`config.mk`:
```
export PLATFORM = sky130hd
export DESIGN_NAME = fetch_queue
export DESIGN_NICKNAME = d
export VERILOG_FILES = /design/src/rtl/fetch_queue.sv
export SDC_FILE = /design/constraint.sdc
export NUM_CORES = 1
export LEC_CHECK = 0
export BUFFER_PORTS_ARGS = -buffer_cell sky130_fd_sc_hd__clkbuf_2
export CAP_MARGIN = 15
export CORE_MARGIN = 4
export CORE_UTILIZATION = 32
export CTS_BUF_LIST = sky130_fd_sc_hd__clkbuf_4 sky130_fd_sc_hd__clkbuf_8
export CTS_CLUSTER_DIAMETER = 60
export DETAILED_ROUTE_END_ITERATION = 10
export GPL_ROUTABILITY_DRIVEN = 0
export HOLD_SLACK_MARGIN = 0.02
export PLACE_DENSITY = 0.47
export SLEW_MARGIN = 20
export SYNTH_ARGS = -nofsm -noshare
export SYNTH_HDL_FRONTEND = slang
export SYNTH_SLANG_ARGS = --single-unit
export TNS_END_PERCENT = 10
```
`constraint.sdc`:
```
create_clock -name clk -period 4.2 [get_ports clk]
set_input_delay 0.21 -clock clk [delete_from_list [all_inputs] [get_ports clk]]
set_output_delay 0.21 -clock clk [all_outputs]
set_load 0.05 [all_outputs]
```
`src/rtl/fetch_queue.sv`:
```
// fetch_queue -- instruction fetch unit with an in-order instruction queue.
//
// Issues word-aligned fetch requests to instruction memory and keeps at most
// DEPTH instructions in flight, counting both queued entries and outstanding
// requests. Returned words are queued with their addresses and presented to
// the core in order. A redirect flushes the queue and restarts fetch at the
// new address. Responses to requests issued before the redirect are
// discarded while the unit waits in FLUSH.
//
// Optional feature (compile-time macro FETCH_QUEUE_BYPASS_EN):
//   When this macro is defined, a response that arrives in RUN while the queue
//   is empty is shown on instr_* in the same cycle. It is only enqueued if the
//   core does not accept it in that cycle.
//
// Parameters:
//   DEPTH    queue capacity in entries (power of two, >= 2)
//   RESET_PC first fetch address after reset
//
// Ports:
//   clk                         rising-edge clock
//   rst                         asynchronous reset, active low
//   redirect_valid/redirect_pc  restart fetch at redirect_pc
//   mem_req_valid/ready/addr    instruction-memory request channel
//   mem_rsp_valid/data          in-order instruction-memory responses
//   instr_valid/ready           instruction handshake toward the core
//   instr_data/instr_pc         queue-head instruction word and its address

module fetch_queue #(
  parameter int unsigned DEPTH    = 4,
  parameter logic [31:0] RESET_PC = 32'h0000_0000
) (
  input  logic        clk,
  input  logic        rst,
  input  logic        redirect_valid,
  input  logic [31:0] redirect_pc,
  output logic        mem_req_valid,
  input  logic        mem_req_ready,
  output logic [31:0] mem_req_addr,
  input  logic        mem_rsp_valid,
  input  logic [31:0] mem_rsp_data,
  output logic        instr_valid,
  input  logic        instr_ready,
  output logic [31:0] instr_data,
  output logic [31:0] instr_pc
);

  localparam int unsigned AW = $clog2(DEPTH);
  localparam int unsigned CW = AW + 1;

  localparam logic [1:0] IDLE  = 2'd0;
  localparam logic [1:0] RUN   = 2'd1;
  localparam logic [1:0] FLUSH = 2'd2;

  localparam logic [31:0] RESET_BASE = RESET_PC & 32'hFFFF_FFFC;

  logic [1:0]    state, state_nxt;
  logic [31:0]   fetch_pc, rsp_pc;
  logic [CW-1:0] count, outstanding, out_nxt;
  logic [AW-1:0] rd_ptr, wr_ptr;
  logic [31:0]   q_data [DEPTH];
  logic [31:0]   q_addr [DEPTH];

  logic [31:0]   redirect_base;
  logic [CW:0]   inflight;
  logic          in_run, flush, req_fire, rsp_seen, rsp_take;
  logic          head_valid, bypass, pop, q_pop, push;

  assign redirect_base = redirect_pc & 32'hFFFF_FFFC;
  assign in_run        = (state == RUN);
  assign flush         = redirect_valid && (state != IDLE);
  assign inflight      = {1'b0, count} + {1'b0, outstanding};

  assign mem_req_valid = in_run && !redirect_valid && (inflight < (CW+1)'(DEPTH));
  assign mem_req_addr  = fetch_pc;
  assign req_fire      = mem_req_valid && mem_req_ready;

  // Any response seen with a request outstanding retires that request.
  // Only responses in RUN that do not coincide with a redirect are kept.
  assign rsp_seen = mem_rsp_valid && (state != IDLE) && (outstanding != '0);
  assign rsp_take = rsp_seen && in_run && !redirect_valid;

  assign head_valid = in_run && (count != '0);
`ifdef FETCH_QUEUE_BYPASS_EN
  assign bypass = rsp_take && (count == '0);
`else
  assign bypass = 1'b0;
`endif

  assign pop   = instr_valid && instr_ready;
  assign q_pop = pop && head_valid;
  // A bypassed word taken by the core in the same cycle never occupies a slot.
  assign push  = rsp_take && !(bypass && instr_ready);

  always_comb begin
    instr_valid = head_valid || bypass;
    instr_data  = '0;
    instr_pc    = '0;
    if (head_valid) begin
      instr_data = q_data[rd_ptr];
      instr_pc   = q_addr[rd_ptr];
    end else if (bypass) begin
      instr_data = mem_rsp_data;
      instr_pc   = rsp_pc;
    end
  end

  always_comb begin
    out_nxt = outstanding;
    if (req_fire) out_nxt = out_nxt + CW'(1);
    if (rsp_seen) out_nxt = out_nxt - CW'(1);

    state_nxt = state;
    case (state)
      IDLE:  state_nxt = RUN;
      // A redirect and the FLUSH state both resolve on outstanding after this
      // cycle's response. Once nothing is left in flight, fetch resumes.
      RUN:   if (redirect_valid) state_nxt = (out_nxt == '0) ? RUN : FLUSH;
      FLUSH: if (out_nxt == '0) state_nxt = RUN;
      default: state_nxt = IDLE;
    endcase
  end

  always_ff @(posedge clk or negedge rst) begin
    if (!rst) begin
      state       <= IDLE;
      fetch_pc    <= RESET_BASE;
      rsp_pc      <= RESET_BASE;
      count       <= '0;
      outstanding <= '0;
      rd_ptr      <= '0;
      wr_ptr      <= '0;
    end else begin
      state       <= state_nxt;
      outstanding <= out_nxt;
      if (flush) begin
        count    <= '0;
        rd_ptr   <= '0;
        wr_ptr   <= '0;
        fetch_pc <= redirect_base;
        rsp_pc   <= redirect_base;
      end else begin
        if (req_fire) fetch_pc <= fetch_pc + 32'd4;
        if (rsp_take) rsp_pc   <= rsp_pc + 32'd4;
        if (push)     wr_ptr   <= wr_ptr + AW'(1);
        if (q_pop)    rd_ptr   <= rd_ptr + AW'(1);
        if (push && !q_pop)      count <= count + CW'(1);
        else if (!push && q_pop) count <= count - CW'(1);
      end
    end
  end

  // Payload storage needs no reset: outputs are gated by instr_valid.
  always_ff @(posedge clk) begin
    if (push && !flush) begin
      q_data[wr_ptr] <= mem_rsp_data;
      q_addr[wr_ptr] <= rsp_pc;
    end
  end

  push_never_overflows: assert property (@(posedge clk) disable iff (!rst)
    !(push && !q_pop && (count == CW'(DEPTH))));

  inflight_bounded: assert property (@(posedge clk) disable iff (!rst)
    inflight <= (CW+1)'(DEPTH));

endmodule

```
Yosys cells after proc, flatten, opt, wreduce, memory -nomap -nowiden
Memories as Yosys holds them, arrays and structs flattened. Cells that the tools add are included. Widths: inputs -> output; s select.

Flip-flop bits (word level): 76. Bits in latches: 0. RAM bits: 256. Bits in read-only memories: 0. Bits of input ports: 70. Output and inout port bits: 98. Word-level logic and storage cells: 72. Memories: 2.

$add $sub $neg: 9. Multiply operators: 0. Div/mod/pow operators: 0. Order comparisons: 1. Eq/ne operators: 4. Shift operators: 0. Multiplexer cells: 21. Bitwise logic cells: 0. Reductions and logical operators: 28.

Memory list: q_addr (words 4, bits a word 32, read ports 1, clocked after Yosys merged registers in 0, write ports 1, RTL line 61) `logic [31:0] q_addr [DEPTH];`; q_data (words 4, bits a word 32, read ports 1, clocked after Yosys merged registers in 0, write ports 1, RTL line 60) `logic [31:0] q_data [DEPTH];`.

Operators by type and width (number): $mux 32 (6); $add 32x3->32 const B (2); $mux 3 (5); $logic_and 1x1->1 (14); $mux 2 (7); $reduce_bool 3->1 (3); $reduce_bool 2->1 (4); $add 3x1->3 const B (2); $pmux 2 s3 (1); $sub 3x1->3 const B (2); $add 2x1->2 const B (2); $add 3x3->4 (1); $logic_not 1->1 (4); $lt 4x3->1 const B (1); $ne 2x2->1 const B (2); $logic_not 3->1 (1); $eq 2x1->1 const B (1); $eq 2x2->1 const B (1); $logic_not 2->1 (1); $mux 1 (2); $reduce_and 2->1 (1).

Depth between registers and ports, before layout
Gate-level depths: netlist of run 1.

Word-level depth: 11. Gate-level depth with buffers: 12. Depth with buffers taken out: 10.

Worst setup path after synthesis of run 1
OpenSTA, ideal clock, no wires.

Kind: register -> register. From: reg outstanding[0]. To: mem q_addr[1][10], enable pin. Setup time: 0.426 ns. Data arrival time: 3.095 ns. Data required time: 3.774 ns. Path slack: 0.678 ns. Cell stages (with the launch flop): 8. Path buffers: 2. Clock period less this slack: 3.522 ns. Cells stage by stage: dfrtp_1 inv_1 ha_1 nor2b_1 clkbuf_1 nor3_1 clkbuf_1 and2_1.

Word-level cells in the longest chain between the ends: 7.

RTL lines: start: declaration (RTL line 58) `logic [CW-1:0] count, outstanding, out_nxt;`; start signal: assignment (RTL line 134) `outstanding <= out_nxt;`; $reduce_bool 3->1 (RTL line 79) `assign rsp_seen = mem_rsp_valid && (state != IDLE) && (outstanding != '0);`; $logic_and 1x1->1 (RTL line 79); $logic_and 1x1->1 (2 in series) (RTL line 80) `assign rsp_take = rsp_seen && in_run && !redirect_valid;`; $logic_and 1x1->1 (RTL line 154) `if (push && !flush) begin`; $mux 1 (RTL line 154); $mux 1 (implied by the code) (RTL line 156) `q_addr[wr_ptr] <= rsp_pc;`; end: declaration (RTL line 61).

No other way between the ends.

Worst setup path after layout of run 1
From: reg rd_ptr[0]. To: out instr_pc[7].

Word-level cells in the longest chain between the ends: 2.

RTL lines: start: declaration (RTL line 59) `logic [AW-1:0] rd_ptr, wr_ptr;`; start signal: assignment (RTL line 145) `if (q_pop) rd_ptr <= rd_ptr + AW'(1);`; $mem_v2 4x32; $mux 32 (RTL line 98) `if (head_valid) begin`; end: declaration (RTL line 44) `output logic [31:0] instr_pc`.

No other way between the ends.

==> out/metrics.yaml, run 1 <==
run_status:
  status: "completed"
logic_synthesis:
  avgSynthCellArea_um2: 15.3
  synth.area.mux_share_pct: 10.8
  synth-simple-area-share_pct: 11.7
  synth_most_common_cell: "edfxtp_1"
  ys_seq_area_share_pct: 67.4
  synth_top_area_share_pct: 54.2
  yosys_warnings: 0
  ys.flop_type: "edfxtp_1"
  synth_fa_ha_area_share_pct: 1.15
  synth_edf_count: 248
  synth_top_cell_by_area: "edfxtp_1"
  synth_top_family_by_area: "simple AND/OR/NAND/NOR gates"
  synth_cell_types: 51
  synth_xor_area_share_pct: 2.55
  async_flop_share_pct: 22.5
  synth_common_cells: "edfxtp_1, and3_1, dfrtp_1, mux4_2, nor2_1"
  syn_inst: 896
  synthTopCellsByArea: "edfxtp_1, dfrtp_1, mux4_2"
  synth-seq-cells: 320
  synth_compound_area_share_pct: 4.00
  synth.cell_area_mm2: 0.0137
timing:
  skew_ns: 0.0365
  hold_viol: 0
  period_share_pct: 73.5
  tightest_slew_ns: 1.01
  rsz0062_at_grt: "false"
  maxSlewHeadroom_pct: 32.9
  finalMaxSlewViolations: 0
  finalSetupTns_ns: 0
  finalSetupViolations: 0
  min_period_ns: 3.09
  max_freq_mhz: 324
critical_path:
  timing.rr.start: "count[2]"
  critPathRequiredTime_ns: 3.99
  rrSetupSlack_ns: 1.18
  r2r_end: "state[0]"
  crit_chain: "buf_12 > mux4_2 > and3_1 > clkbuf_2"
  worst_path_max_delay_cell: "dfrtp_4"
  crit_fanout: 37
  cp-start-kind: "flop"
  crit_type: "reg2out"
  max_stage_delay_ns: 0.83
  r2r_cells: 10
  end_kind: "output port"
  cp.arrival_ns: 2.88
floorplanning:
  dieHeight_um: 215
  die_w_um: 215
  placementRows: 75
  dieArea_mm2: 0.0463
  start_util_pct: 32.6
  core-area_mm2: 0.0421
  io_pins: 168
clocking:
  clk_pin_slew_ns: 0.06
  post-cts-setup-buffers: 0
  htree_levels: 2
  clk_path_buf_depth: 3
  cts_hold_buf: 65
  cts_tree: "done"
  clock-sinks: 320
  worstSkewPairLatency_ns: 0.64
  root_buffer: "clkbuf_8"
  cts_resized: 0
  numCtsBuffers: 58
grt:
  grt_pass1_vias: 9040
  antenna_found_initial: 0
  grt_pass1_wl_um: 52800
  grt-ovfl-total: 0
  grt_use_total_pct: 14.5
  grt_max_degree: 66
finish:
  final_cells: 1720
  nNetsFinal: 1218
  antennaDiodeCount: 0
  drive_above_1_share_pct: 29.3
  syn_to_final_growth_pct: 23.6
route:
  avgViaCountPerCell: 4.94
  drt-initial-drc-count: 427
  routed_wirelength_um: 33700
  postRouteAntennaNets: 0
  drc_errors: 0
  vias: 8496
  routedWlPerCell_um: 19.6
  first_pass_iters: 5
pwr:
  pwr_density_cell_mw_per_mm2: 691
  ir_drop_mv: 0.401
  power.leakage_nw: 6.21
  p_total_w: 0.0117
place:
  place_inst: 1550
  portBuffers: 161
  dpl.hpwl_um: 20000
flow_run:
  maxCapViolCount: 0
worst_hold_path:
  hp-class: "in2async"
report_power, final:
group | total, W | switching [W] | internal [W]
Clock | 0.00294 | 0.00128 | 0.00166
Sequential | 0.00469 | 0.000655 | 0.00403
Combinational | 0.00409 | 0.00281 | 0.00128
Total | 0.0117 | 0.00475 | 0.00697
critical path, delay by kind of cell, from the launching register on:
family | cells | cell delay, ns
muxes | 1 | 0.54
DFF | 1 | 0.83
buffers and inverters | 2 | 0.64
and+or+nand+nor | 1 | 0.23
state kept, by name (all words and copies together) (netlist names):
register,count
rd_ptr,2
q_addr,120
rsp_pc,30
count,3
outstanding,3
wr_ptr,2
state,2
q_data,128
mem_req_addr,30
cells by family (layout without fill, tap and decap cells):
logic type      Yosys count  count (layout)
flops                   320             320
xor+xnor                 40              40
simple gates            286             286
compound gates           89              89
other cells               1               4
fa+ha+maj                12              12
mux                      70              70
buf+inv                  78             360
area by class of cell:
type,count,area [um2]
fill,3933,25200
sequential,320,9250
multi-input combinational,501,4190
timing repair buffer,240,1630
clock buffer,75,951
tap,539,674
clock inverter,30,218
inverter,15,56.3
worst max path at each step:
stage	to	slack, ns	from	cells after the start
CTS	instr_pc[7]	0.94	rd_ptr[0]	4
floorplan	q_addr[1][10]	0.68	outstanding[0]	7
finish	instr_pc[7]	1.11	rd_ptr[0]	4
global placement	state[0]	1.24	count[2]	10
global route	instr_pc[5]	0.86	rd_ptr[0]	4
detailed placement	state[0]	1.19	count[2]	10
per-stage QoR:
| step | hold WS [ns] | utilization [%] | area [um2] | setup WS (ns) |
|---|---|---|---|---|
| floorplan | -0.0856 | - | 13700 | 0.678 |
| global placement | 0.234 | 36.0 | 15200 | 1.24 |
| detailed placement | 0.236 | 36.0 | 15200 | 1.19 |
| CTS | 0.0274 | 40.3 | 17000 | 0.942 |
| global route | 0.0984 | 40.3 | 17000 | 0.862 |
| finish | 0.0861 | 40.3 | 17000 | 1.11 |
placed cells by master, fill, tap and decap left out, types with 9 or more instances in the layout:
| cell | instances |
|---|---|
| inv_1 | 15 |
| edfxtp_1 | 248 |
| dfrtp_1 | 70 |
| buf_4 | 10 |
| nand2_1 | 30 |
| xnor2_1 | 23 |
| dlygate4sd3_1 | 65 |
| clkbuf_2 | 160 |
| nor3_1 | 16 |
| clkbuf_4 | 13 |
| o211ai_1 | 9 |
| nor2_1 | 45 |
| ha_1 | 11 |
| clkbuf_8 | 62 |
| o31ai_1 | 9 |
| a21oi_1 | 43 |
| mux4_2 | 62 |
| clkinv_1 | 15 |
| or4_1 | 16 |
| xor2_1 | 17 |
| and3_1 | 79 |
| nand4_1 | 17 |
| nand3_1 | 38 |
| a31oi_1 | 12 |
layer usage:
layer | routed length [um] | vias up | GRT usage [%]
met2 | 15600 | 214 | 23.0
met5 | 0 | - | 0
met1 | 15500 | 4257 | 19.7
li1 | - | 3976 | -
met3 | 1960 | 49 | 3.70
met4 | 648 | 0 | 4.62
(Power assumes the default switching activity.)
==> run 2: changes to the inputs <==
==> constraint.sdc (replaced) <==
create_clock -name clk -period 3.1 [get_ports clk]
set_input_delay 0.155 -clock clk [delete_from_list [all_inputs] [get_ports clk]]
set_output_delay 0.155 -clock clk [all_outputs]
set_load 0.05 [all_outputs]
==> run 2 against run 1 <==
Non-clock buffer count increased by 9. Critical path type unchanged. Global-route usage increased by 0.19 points. Sequential power grew 33%. Clock-buffer cell count is 3 higher. Cell count increased by 0.29%. Highest routed layer unchanged. Die area did not move. Register-to-register slack worse by 0.80 ns. First-iteration DRC count is 2.8% lower. Hold slack better by 0.043 ns. Largest cell class unchanged. Via count up 0.84%. Setup slack got worse by 0.82 ns. Clock skew is 0.019 ns lower.
==> out/metrics.yaml, run 2 (synthesis gave the netlist of run 1 again) <==
run_status:
  status: "completed"
pwr:
  switchingPower_w: 0.00644  # +36%
  netSwitchingFraction_pct: 39.9  # -0.64 points
  p_int_w: 0.00973  # +39%
  ir_drop_mv: 0.586  # +46%
  clockPowerShare_pct: 25.6  # +0.5 points
  pwr_density_cell_mw_per_mm2: 949  # +37%
  p_comb_share_pct: 35.7  # +0.8 points
  power.leakage_nw: 6.27  # +1.1%
  seq_power_share_pct: 38.7  # -1.3 points
finish:
  layout_common_cells: "edfxtp_1, clkbuf_2, and3_1, dfrtp_1, dlygate4sd3_1"
  drive_above_1_share_pct: 30.0  # +0.72 points
  largest_reg_flops: 128  # unchanged
  nNetsFinal: 1223  # +0.41%
  syn_to_final_growth_pct: 24.2
  top_register: "q_data"
  final_common_cell: "edfxtp_1"
  largest_registers: "q_data: 128 flops, q_addr: 120 flops"
  final_cells: 1725  # +0.29%
  antennaDiodeCount: 0  # unchanged
critical_path:
  cp-start-kind: "flop"
  r2r_cells: 6  # -4
  timing.rr.start: "outstanding[0]"
  worst_path_max_delay_cell: "dfrtp_4"
  rrSetupSlack_ns: 0.38  # -0.80 ns
  crit_fanout: 19  # -49%
  crit_chain: "buf_4 > mux4_2 > and3_1 > clkbuf_2"
  critPathRequiredTime_ns: 2.94  # -1.05 ns
  end_kind: "output port"
  r2r_end: "q_data[3][5]"
  crit_type: "reg2out"
  cp.arrival_ns: 2.65  # -0.23 ns
  path_delay_family: "flip-flops"
  worst-path-buf-inv: 2  # unchanged
  path_depth: 4  # unchanged
  max_stage_delay_ns: 0.71  # -0.12 ns
worst_hold_path:
  hold_end: "outstanding[2]"
  holdPathStages: 4
  holdCritStartpoint: "mem_rsp_valid"
  hp-class: "in2reg"
clocking:
  worstSkewPairLatency_ns: 0.59  # -0.05 ns
  clk_path_buf_depth: 3  # unchanged
  clock-sinks: 320  # unchanged
  cts_tree: "done"
  numCtsBuffers: 54  # -6.9%
  root_buffer: "clkbuf_8"
  htree_levels: 2  # unchanged
  post-cts-setup-buffers: 0  # unchanged
  clk_pin_slew_ns: 0.08  # +0.02 ns
place:
  place_inst: 1559  # +0.58%
  dpl.hpwl_um: 20500  # +2.2%
  portBuffers: 161  # unchanged
grt:
  antenna_found_initial: 0  # unchanged
  grt_pass1_wl_um: 54100  # +2.6%
  grtUsageMet2_pct: 24.1  # +1.1 points
  grt_max_degree: 73  # +11%
  grt_pass1_vias: 9219  # +2.0%
  grt-ovfl-total: 0  # unchanged
  use_met1_pct: 20.5  # +0.77 points
  grt_use_total_pct: 14.7  # +0.19 points
  use_met3_pct: 2.63  # -1.1 points
  busiest_layer: "met2"
route:
  first_pass_iters: 6  # +1
  drt-initial-drc-count: 415  # -2.8%
  routed_wirelength_um: 34400  # +2.0%
  avgViaCountPerCell: 4.97  # +0.54%
  routedWlPerCell_um: 19.9  # +1.7%
  drc_errors: 0  # unchanged
  vias: 8567  # +0.84%
  postRouteAntennaNets: 0  # unchanged
floorplanning:
  placementRows: 75  # unchanged
  die_w_um: 215  # unchanged
  io_pins: 168  # unchanged
  dieArea_mm2: 0.0463  # unchanged
  dieHeight_um: 215  # unchanged
  start_util_pct: 32.6  # unchanged
  core-area_mm2: 0.0421  # unchanged
timing:
  maxSlewHeadroom_pct: 31.0  # -1.9 points
  hold_viol: 0  # unchanged
  finalSetupTns_ns: 0  # unchanged
  rsz0062_at_grt: "false"
  min_period_ns: 2.81
  max_freq_mhz: 356
  finalMaxSlewViolations: 0  # unchanged
  skew_ns: 0.0173  # -0.0192 ns
  period_share_pct: 90.5
  tightest_slew_ns: 1.03  # +0.0287 ns
  finalSetupViolations: 0  # unchanged
flow_run:
  maxCapViolCount: 0  # unchanged
run 2: cell count changes in the layout (fill, tap and decap cells not counted), moves of 2 or more:
cell        previous run  this run
bufinv_16              3         6
clkinv_1              15        10
buf_12                 5         3
clkinvlp_4             3         1
clkbuf_4              13        22
clkinv_2               8         5
buf_4                 10        20
clkbuf_8              62        56
run 2: area by class of cell:
cell class / instances / area, um2
clock inverters: 23 / 262
repair buffers: 249 / 1670
clock buffers: 78 / 936
inverters: 15 / 56.3
fillers: 3977 / 25100
flip-flops and latches: 320 / 9250
multi-input cells: 501 / 4190
well taps: 539 / 674
run 2: worst max path at each step:
stage                              start            end  slack [ns]
after floorplan           outstanding[0]  q_addr[2][10]       -0.42
after global placement    outstanding[0]  q_data[1][22]        0.36
after detailed placement  outstanding[0]  q_data[3][22]        0.36
after CTS                      rd_ptr[0]   instr_pc[23]        0.17
after global routing           rd_ptr[0]  instr_data[4]        0.10
final                          rd_ptr[0]  instr_data[4]        0.29
run 2: through the flow:
stage | setup WS, ns | hold WS (ns) | area, um2 | utilization (%) | total power (W)
floorplan | -0.422 | -0.141 | 13700 | - | 0.0103
global placement | 0.357 | 0.378 | 15200 | 36.1 | 0.0121
detailed placement | 0.364 | 0.378 | 15200 | 36.1 | 0.0121
CTS | 0.170 | 0.0799 | 17000 | 40.4 | 0.0164
global route | 0.103 | 0.138 | 17000 | 40.5 | 0.0171
finish | 0.295 | 0.129 | 17000 | 40.5 | 0.0162
run 2: layer usage:
metal / up-vias / wire, um
met5: - / 0
met4: 0 / 585
met3: 47 / 1260
met2: 173 / 16300
met1: 4350 / 16200
li1: 3997 / -
run 2: power by group through the flow:
stage / Sequential, W / Clock, W / Combinational [W]
2_1_floorplan: 0.00665 / 0 / 0.00369
3_3_place_gp: 0.00632 / 0 / 0.00576
3_5_place_dp: 0.00635 / 0 / 0.00579
4_1_cts: 0.00627 / 0.00429 / 0.00588
5_1_grt: 0.00639 / 0.00448 / 0.00625
6_report: 0.00626 / 0.00414 / 0.00577
run 2: worst register-to-register path, cell delays in order (launching register included):
cell     delay (ns)
dfrtp_1        0.46
inv_1          0.10
ha_1           0.22
nor2b_1        0.14
nor3_1         0.29
buf_4          0.24
and2_4         0.83
run 2: what timing repair did:
action                    in CTS  in global routing
hold endpoints to repair     263                  0
hold buffers                  65                  0
gates resized for setup        0                  0
==> run 3: changes to the inputs <==
--- a/config.mk
+++ b/config.mk
@@ -8,13 +8,13 @@
 export BUFFER_PORTS_ARGS = -buffer_cell sky130_fd_sc_hd__clkbuf_2
 export CAP_MARGIN = 15
 export CORE_MARGIN = 4
-export CORE_UTILIZATION = 32
+export CORE_UTILIZATION = 35
 export CTS_BUF_LIST = sky130_fd_sc_hd__clkbuf_4 sky130_fd_sc_hd__clkbuf_8
 export CTS_CLUSTER_DIAMETER = 60
 export DETAILED_ROUTE_END_ITERATION = 10
 export GPL_ROUTABILITY_DRIVEN = 0
 export HOLD_SLACK_MARGIN = 0.02
-export PLACE_DENSITY = 0.47
+export PLACE_DENSITY = 0.51
 export SLEW_MARGIN = 20
 export SYNTH_ARGS = -nofsm -noshare
 export SYNTH_HDL_FRONTEND = slang
==> constraint.sdc (replaced) <==
create_clock -name clk -period 3.1 [get_ports clk]
set_input_delay 0.62 -clock clk [delete_from_list [all_inputs] [get_ports clk]]
set_output_delay 0.62 -clock clk [all_outputs]
set_load 0.05 [all_outputs]
==> run 3 against run 2 <==
Sequential power is essentially flat. Cell area shrank 2.7%. Critical path depth stayed put. Non-clock buffer count fell by 48. Routed wire length fell by 6.2%. Cell count fell by 3.9%. Total power shrank 1.4%. Fmax decreased by 5.4%. Die area is 8.3% lower. Register-to-register slack improved by 0.03 ns. Core utilization rose by 2.4 points. Critical path type unchanged. Critical endpoint is now instr_data[12].
==> out/metrics.yaml, run 3 (synthesis gave the netlist of run 1 again) <==
finish:
  top_register: "q_data"
  fillCellCount: 3637  # -8.5%
  drive_above_1_share_pct: 32.4  # +2.4 points
  syn_to_final_growth_pct: 20.8
  nNetsFinal: 1176  # -3.8%
  antennaDiodeCount: 0  # unchanged
  multi_input_area_mm2: 0.00419  # about the same
  largest_reg_flops: 128  # unchanged
  seq_area_mm2: 0.00925  # unchanged
  layout_common_cells: "edfxtp_1, clkbuf_2, and3_1, dfrtp_1, mux4_2"
  final_common_cell: "edfxtp_1"
  final_cells: 1657  # -3.9%
  largest_registers: "q_data: 128 flops, q_addr: 120 flops"
critical_path:
  rrSetupSlack_ns: 0.41  # +0.03 ns
  worst_path_max_delay_cell: "mux4_2"
  cp.arrival_ns: 2.35  # -0.30 ns
  crit_chain: "buf_12 > mux4_2 > and3_1 > clkbuf_2"
  crit_type: "reg2out"
  max_stage_delay_ns: 0.53  # -0.18 ns
  r2r_cells: 10  # +4
  end_kind: "output port"
  crit_fanout: 21  # +2
  timing.rr.start: "count[2]"
  r2r_end: "state[0]"
  cp-start-kind: "flop"
  critPathRequiredTime_ns: 2.48  # -0.46 ns
route:
  drt-initial-drc-count: 359  # -13%
  drc_errors: 0  # unchanged
  routedWlPerCell_um: 19.5  # -2.3%
  vias: 8409  # -1.8%
  first_pass_iters: 4  # -2
  postRouteAntennaNets: 0  # unchanged
  routed_wirelength_um: 32200  # -6.2%
  avgViaCountPerCell: 5.07  # +2.2%
clocking:
  clk_pin_slew_ns: 0.07  # about the same
  numCtsBuffers: 55  # +1.9%
  worstSkewPairLatency_ns: 0.61  # +0.02 ns
  clock-sinks: 320  # unchanged
  htree_levels: 2  # unchanged
  cts_tree: "done"
  root_buffer: "clkbuf_8"
  clk_path_buf_depth: 3  # unchanged
  cts_hold_buf: 0  # -100%
grt:
  use_met3_pct: 3.06  # +0.43 points
  grt_pass1_vias: 8850  # -4.0%
  antenna_found_initial: 0  # unchanged
  grt_use_total_pct: 15.3  # +0.56 points
  grtUsageMet2_pct: 23.8  # -0.31 points
  grt-ovfl-total: 0  # unchanged
  busiest_layer: "met2"
  grt_max_degree: 66  # -9.6%
  use_met1_pct: 21.5  # +1.0 points
  grt_pass1_wl_um: 50600  # -6.4%
worst_hold_path:
  hp-class: "in2async"
timing:
  period_share_pct: 95.7  # +5.2 points
  rsz0062_at_grt: "false"
  finalMaxSlewViolations: 0  # unchanged
  max_freq_mhz: 337  # -5.4%
  finalSetupViolations: 0  # unchanged
  maxSlewHeadroom_pct: 44.8  # +14 points
  skew_ns: 0.0253  # +0.00799 ns
  whs_ns: 0.0409  # -0.0882 ns
  min_period_ns: 2.97  # +0.161 ns
  fin_ws_ns: 0.134  # -0.161 ns
  finalSetupTns_ns: 0  # unchanged
  tightest_slew_ns: 0.825  # -0.210 ns
  hold_viol: 0  # unchanged
floorplanning:
  start_util_pct: 35.4  # +2.9 points
  io_pins: 168  # unchanged
  core-area_mm2: 0.0387  # -8.1%
  placementRows: 72  # -4.0%
  die_w_um: 206  # -4.2%
  dieHeight_um: 206  # -4.2%
  dieArea_mm2: 0.0425  # -8.3%
place:
  place_ws_ns: 0.290  # -0.0744 ns
  place_inst: 1553  # -0.38%
  portBuffers: 161  # unchanged
  dpl.hpwl_um: 20500  # +0.11%
pwr:
  power.leakage_nw: 6.10  # -2.8%
  ir_drop_mv: 0.651  # +11%
  pwr_density_cell_mw_per_mm2: 961  # +1.3%
run_status:
  status: "completed"
flow_run:
  maxCapViolCount: 0  # unchanged
==> run 3: how the worst max path moves through the flow <==
stage	to	slack (ns)	cells past startpoint	startpoint
4_1_cts	instr_pc[12]	0.006	4	rd_ptr[0]
3_5_place_dp	state[0]	0.29	10	redirect_valid
3_3_place_gp	state[0]	0.33	10	redirect_valid
2_1_floorplan	q_addr[3][10]	-0.46	4	redirect_valid
5_1_grt	instr_pc[4]	0.008	4	rd_ptr[0]
6_report	instr_data[12]	0.13	4	rd_ptr[0]
==> run 3: power breakdown <==
| part | leakage [nW] | internal (W) | switching (W) |
|---|---|---|---|
| clock | 0.597 | 0.00218 | 0.00173 |
| combinational | 2.47 | 0.00187 | 0.00394 |
| sequential | 3.04 | 0.00546 | 0.000766 |
| total | 6.10 | 0.00951 | 0.00643 |
==> run 3: cell type report <==
| class | instances | share of cell area, % |
|---|---|---|
| Multi-Input combinational cell | 501 | 25.3 |
| Timing Repair Buffer | 201 | 7.89 |
| Sequential cell | 320 | 55.8 |
| Clock inverter | 35 | 1.62 |
| Inverter | 15 | 0.339 |
| Clock buffer | 67 | 5.18 |
| Tap cell | 518 | 3.91 |
==> run 3: through the flow <==
stage	util (%)	power, W	area [um2]
global placement	39.9	0.0121	15400
finish	42.8	0.0159	16600
global route	42.8	0.0169	16600
floorplan	-	0.0103	13700
detailed placement	39.9	0.0122	15400
CTS	42.8	0.0162	16600
==> run 3: critical path: cells and delay by family, from the launching register on <==
family        cells  cell delay [ns]
simple gates      1             0.20
mux               1             0.53
flops             1             0.51
buf+inv           2             0.48
==> run 3: metal layers <==
| layer | wire (um) | part of all wire [%] |
|---|---|---|
| met1 | 14900 | 46 |
| met2 | 14900 | 46 |
| met3 | 1650 | 5.1 |
| met4 | 735 | 2.3 |
| met5 | 0 | 0 |
==> run 3: repair_timing <==
item                                    in CTS  in global routing
endpoints found under the setup margin      24                  1
gates resized for setup                      0                  1
buffers inserted                             2                  0
